`config.mk`:
```
export PLATFORM = sky130hd
export DESIGN_NAME = buffer_if_id
export DESIGN_NICKNAME = d
export VERILOG_FILES = /design/src/rtl/buffer_if_id.sv
export SDC_FILE = /design/constraint.sdc
export NUM_CORES = 1
export LEC_CHECK = 0
export CAP_MARGIN = 5
export CORE_MARGIN = 2
export CORE_UTILIZATION = 50
export CTS_BUF_LIST = sky130_fd_sc_hd__clkbuf_4 sky130_fd_sc_hd__clkbuf_8
export CTS_CLUSTER_DIAMETER = 100
export CTS_CLUSTER_SIZE = 10
export DETAILED_ROUTE_END_ITERATION = 10
export PLACE_DENSITY = 0.78
export SETUP_SLACK_MARGIN = 0.02
export SLEW_MARGIN = 20
export SYNTH_ARGS = -nofsm -noshare
export SYNTH_HDL_FRONTEND = slang
export SYNTH_SLANG_ARGS = --single-unit
```
`constraint.sdc`:
```
create_clock -name clk_ifid -period 5.1 [get_ports clk_ifid]
set_clock_uncertainty 0.2 [all_clocks]
set_input_delay 1.02 -clock clk_ifid [delete_from_list [all_inputs] [get_ports clk_ifid]]
set_output_delay 1.02 -clock clk_ifid [all_outputs]
set_load 0.02 [all_outputs]
```
`src/rtl/buffer_if_id.sv`:
```
// buffer_if_id: two-entry elastic IF/ID pipeline register with flush
// Ports:
//   clk_ifid, rst_n_ifid           clock, asynchronous active-low reset
//   in_valid/in_ready              fetch-side handshake
//   in_instruction, in_pc_plus4    fetched instruction and its PC+4
//   out_valid/out_ready            decode-side handshake
//   out_instruction, out_pc_plus4  head entry, NOP_INSTR/0 when empty
//   flush                          taken branch, discards every entry
//   occupancy                      valid entries (0..2)
//   flush_cnt                      saturating count of flushes that dropped something
module buffer_if_id #(
    parameter int                DATA_W    = 32,
    parameter logic [DATA_W-1:0] NOP_INSTR = '0,
    parameter int                CNT_W     = 8
) (
    input  logic              clk_ifid,
    input  logic              rst_n_ifid,
    input  logic              in_valid,
    output logic              in_ready,
    input  logic [DATA_W-1:0] in_instruction,
    input  logic [DATA_W-1:0] in_pc_plus4,
    output logic              out_valid,
    input  logic              out_ready,
    output logic [DATA_W-1:0] out_instruction,
    output logic [DATA_W-1:0] out_pc_plus4,
    input  logic              flush,
    output logic [1:0]        occupancy,
    output logic [CNT_W-1:0]  flush_cnt
);
    localparam logic [1:0] EMPTY = 2'd0;
    localparam logic [1:0] ONE   = 2'd1;
    localparam logic [1:0] FULL  = 2'd2;
    logic [1:0]          state_q, state_d;
    logic [2*DATA_W-1:0] h_q, h_d, s_q, s_d;
    logic [CNT_W-1:0]    cnt_q, cnt_d;
    logic                in_fire, out_fire;
    logic [2*DATA_W-1:0] in_entry;
    assign in_ready        = state_q != FULL;
    assign out_valid       = state_q != EMPTY;
    assign in_fire         = in_valid & in_ready;
    assign out_fire        = out_valid & out_ready;
    assign in_entry        = {in_instruction, in_pc_plus4};
    assign occupancy       = state_q;
    assign flush_cnt       = cnt_q;
    assign out_instruction = out_valid ? h_q[2*DATA_W-1:DATA_W] : NOP_INSTR;
    assign out_pc_plus4    = out_valid ? h_q[DATA_W-1:0] : '0;
    always_comb begin
        state_d = state_q;
        h_d     = h_q;
        s_d     = s_q;
        cnt_d   = cnt_q;
        if (flush) begin
            state_d = EMPTY;
            // only count flushes that actually threw an instruction away
            if ((out_valid || in_fire) && cnt_q != '1)
                cnt_d = cnt_q + CNT_W'(1);
        end else if (state_q == EMPTY) begin
            if (in_fire) begin
                h_d     = in_entry;
                state_d = ONE;
            end
        end else if (state_q == ONE) begin
            if (in_fire && out_fire) begin
                h_d = in_entry;
            end else if (in_fire) begin
                s_d     = in_entry;
                state_d = FULL;
            end else if (out_fire) begin
                state_d = EMPTY;
            end
        end else if (out_fire) begin
            h_d     = s_q;
            state_d = ONE;
        end
    end
    always_ff @(posedge clk_ifid or negedge rst_n_ifid) begin
        if (!rst_n_ifid) begin
            state_q <= EMPTY;
            h_q     <= '0;
            s_q     <= '0;
            cnt_q   <= '0;
        end else begin
            state_q <= state_d;
            h_q     <= h_d;
            s_q     <= s_d;
            cnt_q   <= cnt_d;
        end
    end
endmodule

```
## After elaboration in Yosys (flattened, before gate mapping)

Index checks and enable logic that the tools add are counted.
W data, S select, Z words.

- Add/subtract/negate cells: 1
- Bitwise operators: 5
- Reductions and logical operators: 11
- Equal/unequal tests: 8
- Muxes and demuxes: 15

Operator list:

| cell | count |
|---|---|
| $mux W64 | 5 |
| $mux W32 | 2 |
| $mux W2 | 8 |
| $add A8 B1 Y8 const B | 1 |
| $ne A8 B8 Y1 const B | 1 |
| $reduce_and A4 Y1 | 2 |
| $ne A5 B4 Y1 const B | 1 |
| $reduce_and A5 Y1 | 1 |
| $ne A2 B2 Y1 const B | 2 |
| $ne A4 B4 Y1 const B | 1 |
| $reduce_bool A4 Y1 | 1 |
| $ne A3 B2 Y1 const B | 1 |
| $ne A3 B3 Y1 const B | 1 |
| $not A1 Y1 | 3 |
| $reduce_bool A3 Y1 | 1 |
| $and A1 B1 Y1 | 2 |
| $eq A2 B1 Y1 const B | 1 |
| $logic_and A1 B1 Y1 | 2 |
| $logic_not A2 Y1 | 1 |
| $reduce_and A2 Y1 | 1 |
| $reduce_bool A2 Y1 | 1 |
| $logic_or A1 B1 Y1 | 1 |

- Register bits: 138
- Output and inout port bits: 76

## Logic depth before layout (Yosys ltp)

- Depth after elaboration: 8
- Mapped depth: 6

## Least setup slack after synthesis

Ideal clock, no wire load.

- Path kind: flip-flop to output port
- Start point: reg state_q[1] (netlist: occupancy[1])
- End point: out out_instruction[10]
- Arrival time: 1502 ps
- Setup slack: 2378 ps
- Required time: 3880 ps
- Cell stages (with the launch flop): 6
- Path buffers: 3
- Cells stage by stage: dfrtp_1 -> buf_2 -> or2_4 -> clkbuf_1 -> clkbuf_1 -> and2_1

- Cells in the longest elaborated chain, start to end: 2

RTL lines:

| what | RTL line | source |
|---|---|---|
| start: declaration | 33 | `logic [1:0] state_q, state_d;` |
| start signal: assignment | 83 | `state_q <= state_d;` |
| $reduce_bool A2 Y1 | 39 | `assign out_valid = state_q != EMPTY;` |
| $mux W32 | 45 | `assign out_instruction = out_valid ? h_q[2*DATA_W-1:DATA_W] : NOP_INSTR;` |
| end: declaration | 24 | `output logic [DATA_W-1:0] out_instruction,` |

Every way passes these cells.

## Final worst setup path

Same ends and word-level chain as after synthesis.

==> flow_summary_export.csv <==
group,metric,value,unit
clock_network,cts_buffers,17,
clock_network,htree_levels,4,
yosys,synth_cell_types,31,
clock_network,post_cts_resized,0,
floorplanning,pin_count,145,
pwr,cellLeakagePower,3.43,nW
yosys,synth_top_cells_by_count,"mux2_2 (192), dfrtp_1 (138), and2_1 (64), clkbuf_1 (13), buf_2 (9)",
yosys,synth_enable_flop_cells,0,
global_routing,globalRoute.totalOverflow,0,
route,met2_wirelength,6640,µm
global_routing,grt_start_max_net_pins,68,
floorplanning,fp.coreArea,0.0127,mm²
worst_hold_path,hold_path_end,"h_q[26]$_DFFE_PN0P_",
pwr,sequentialPowerShare,0.500,
yosys,yosysSeqAreaShare,0.531,
clock_network,clkSlewWorstSetupHoldPaths,0.07,ns
sta,report.final.hold_viol_count,0,
route,routed_wire_length_per_instance,17.0,µm
global_routing,antenna_found_initial,0,
route,dr.pass1.iters,4,
clock_network,cts_root_buf,"clkbuf_8",
clock_network,clock_insertion_delay_worst_skew,0.44,ns
floorplanning,die_footprint,0.0139,mm²
pwr,power_frac_comb,0.245,
worst_hold_path,hold_class,"reg2reg",
route,routed-via-count,4082,
global_routing,global_route.usage.total,0.204,
critical_path,endpoint_kind,"output pin",
clock_network,tritoncts_clock_tree,"done",
yosys,async_reset_ff_frac,1.00,
floorplanning,rows,41,
critical_path,worstPathMaxFanout,66,
critical_path,worst-setup-path-type,"reg2out",
route,drtIter0Drc,172,
placed_design,buffer_ports.inserted,144,
job,drv_cap,0,
route,via_per_inst,5.21,
pwr,switching_share,0.274,
clock_network,clock_tree.buffer_depth,2,
critical_path,timing.rr.start,"occupancy[1]$_DFFE_PN0P_",
worst_hold_path,hold_path_depth,1,
yosys,adder_and_majority_gate_portion_of_the_synthesized_area,0.00193,
yosys,combinational_family_with_the_most_area_after_synthesis,"multiplexers",
critical_path,worstRegToRegCells,5,
route,detail_route.wirelength.met1,5770,µm
yosys,yosysTopAreaCellShare,0.531,
critical_path,worst_ep_required,3.88,ns
sta,timing.fmax,260,MHz
sta,finalSetupTns,0,ns
placed_design,post-place-ws,1.66,ns
sta,timing.slew.headroom,0.402,
cells_and_area,share_of_layout_cells_above_drive_strength_1,0.375,
yosys,postSynthNetCount,533,
route,routed_wl,13300,µm
yosys,synth_flop_cell,"dfrtp_1",
yosys,syn-instance-count,463,
yosys,xor_xnor_cell_area_share_of_the_yosys_netlist,0.00539,
placed_design,place_congestion,0.731,
cells_and_area,area.sequential,0.00346,mm²
cells_and_area,num-nets-final,673,
floorplanning,fp.dieH,118,µm
critical_path,crit_path_cell_trace,"or2_4 > and2_1 > clkdlybuf4s50_1",
clock_network,tritoncts_num_sinks,138,
floorplanning,start_util,0.513,
worst_hold_path,worst_hold_startpoint,"h_q[26]$_DFFE_PN0P_",
cells_and_area,fill_cells,980,
critical_path,cp_num_buf_inv,1,
pwr,switching_power_summed_over_all_nets,837,µW
critical_path,worst_setup_path_start_kind,"flip-flop",
clock_network,cts_setup_buffers,0,
floorplanning,dieWidth,118,µm
yosys,synth_most_common_cell,"mux2_2",
yosys,post_synth_and_or_nand_nor_area_fraction,0.0764,
cells_and_area,n_antenna_cell,0,
pwr,power.clock.fraction,0.255,
placed_design,hpwl,8600,µm
yosys,post_synth_main_area_contributors,"dfrtp_1 (53%), mux2_2 (33%), and2_1 (6.2%)",
clock_network,hold_buffers,0,
sta,grt_setup_unrepaired,"false",
yosys,syn_area,0.00650,mm²
critical_path,crit-reg2reg-capture,"h_q[10]$_DFFE_PN0P_",
run_status,status,"finished clean",
sta,final_period_minus_worst_setup_slack,3.84,ns
sta,tightest_pin_transition,0.896,ns
yosys,synth_compound_gate_area_share,0.0169,
route,postRouteAntennaNets,0,
yosys,synth_top_area_cell,"dfrtp_1",
sta,final_critical_path_setup_slack,1.26,ns
critical_path,worst_path_cell_with_the_longest_stage_delay,"dfrtp_4",
cells_and_area,multi_input_area,0.00287,mm²
pwr,power.density,365,mW/mm²
sta,timing_max_transition_violations_final,0,
yosys,muxShareOfSynthArea,0.341,
critical_path,r2r_setup_slk,1.88,ns
sta,timing.final.setup_violations,0,
cells_and_area,syn2layout_area_growth,28.7,%
critical_path,critical_path.max_stage_delay,0.72,ns
pwr,power_report.internal_total,2.21,mW
yosys,synth.yosys.warnings,0,
global_routing,grt_pass1_vias,4483,
route,post-route-drc-count,0,
critical_path,setup.worst_path.start,"occupancy[1]$_DFFE_PN0P_",
route,max_layer_used,"met4",
global_routing,grt_first_pass_wirelength,22400,µm
sta,post_route_clock_period_utilization,0.753,
route,route.met3.wl,693,µm
yosys,syn-mean-instance-area,14.0,µm²
pwr,worst_ir_drop_vdd,0.212,mV
critical_path,cpLargestDelayFamily,"simple AND/OR/NAND/NOR gates",
yosys,synth.ff_latch_count,138,
critical_path,worstPathArrival,2.62,ns
## state kept, by name, summed over array words and instances, names as in the netlist
| register | flops |
|---|---|
| flush_cnt | 8 |
| h_q | 64 |
| occupancy | 2 |
| s_q | 64 |
## worst register-to-register path: stages, from the launching register on
cell and delay [ns]:
dfrtp_4 0.72, buf_4 0.59, nor2_1 0.19, a211oi_4 0.22
buf_4 0.74, mux2_2 0.45
## cell usage in the layout, fill, tap and decap left out
cell	instances
dfrtp_4	1
o211ai_1	2
mux2_2	192
nand3_1	2
nand2b_1	2
bufinv_16	1
buf_4	5
o21ai_0	3
clkinv_2	4
a211oi_1	1
mux2_1	4
a21oi_1	2
dfrtp_1	137
clkbuf_4	4
buf_6	1
clkbuf_8	18
nand4_1	1
o2111ai_1	1
and4_1	1
clkdlybuf4s50_1	143
inv_1	3
nor4_4	1
o31ai_1	1
nor2_1	1
or2_4	1
nor3_1	1
and2_1	64
ha_1	1
a211oi_4	1
mux2i_1	1
o31a_1	1
nand2_1	2
a41oi_1	1
a311oi_1	1
and3_1	2
xnor2_1	4
## routing by layer
metal | GRT usage | up-vias
li1 | - | 1901
met5 | 0 | -
met3 | 0.0644 | 18
met1 | 0.249 | 2064
met2 | 0.339 | 99
met4 | 0.0806 | 0
## how the worst max path moves through the flow
| stage | end | slack (ns) | cells past startpoint |
|---|---|---|---|
| after detailed placement | h_q[40]$_DFFE_PN0P_ | 1.66 | 5 |
| final | out_instruction[10] | 1.26 | 3 |
| after global routing | out_pc_plus4[3] | 1.10 | 3 |
| after CTS | out_instruction[10] | 1.19 | 3 |
| after global placement | h_q[48]$_DFFE_PN0P_ | 1.69 | 5 |
| after floorplan | out_instruction[10] | 2.38 | 5 |
## cells by family after synthesis
group | Yosys count
adder cells (fa/ha/maj) | 1
multiplexers | 197
flip-flops | 138
buffers and inverters | 31
AND/OR/NAND/NOR | 78
XOR/XNOR | 4
AO/OA/AOI/OAI | 14
## power groups by stage
stage	clock, mW	combinational, mW	sequential, mW
final	0.779	0.746	1.53
after detailed placement	0	0.756	1.54
after CTS	0.805	0.759	1.53
after global routing	0.851	0.808	1.56
after global placement	0	0.728	1.52
after floorplan	0	0.448	1.51
## per-stage QoR
step	std cells	util	total power, mW	hold slack, ns	cell area (µm²)
6_report	783	0.660	3.05	0.285	8360
5_1_grt	783	0.660	3.22	0.312	8360
4_1_cts	783	0.660	3.09	0.288	8360
3_5_place_dp	756	0.634	2.30	0.271	8040
3_3_place_gp	756	0.634	2.25	0.260	8040
2_1_floorplan	463	-	1.96	0.249	6500
## area by class of cell
cell class	count	area share
flip-flops and latches	138	0.413
multi-input cells	294	0.343
repair buffers	149	0.177
clock buffers	22	0.0332
well taps	172	0.0257
clock inverters	5	0.00598
inverters	3	0.00135
(Power assumes the default switching activity.)
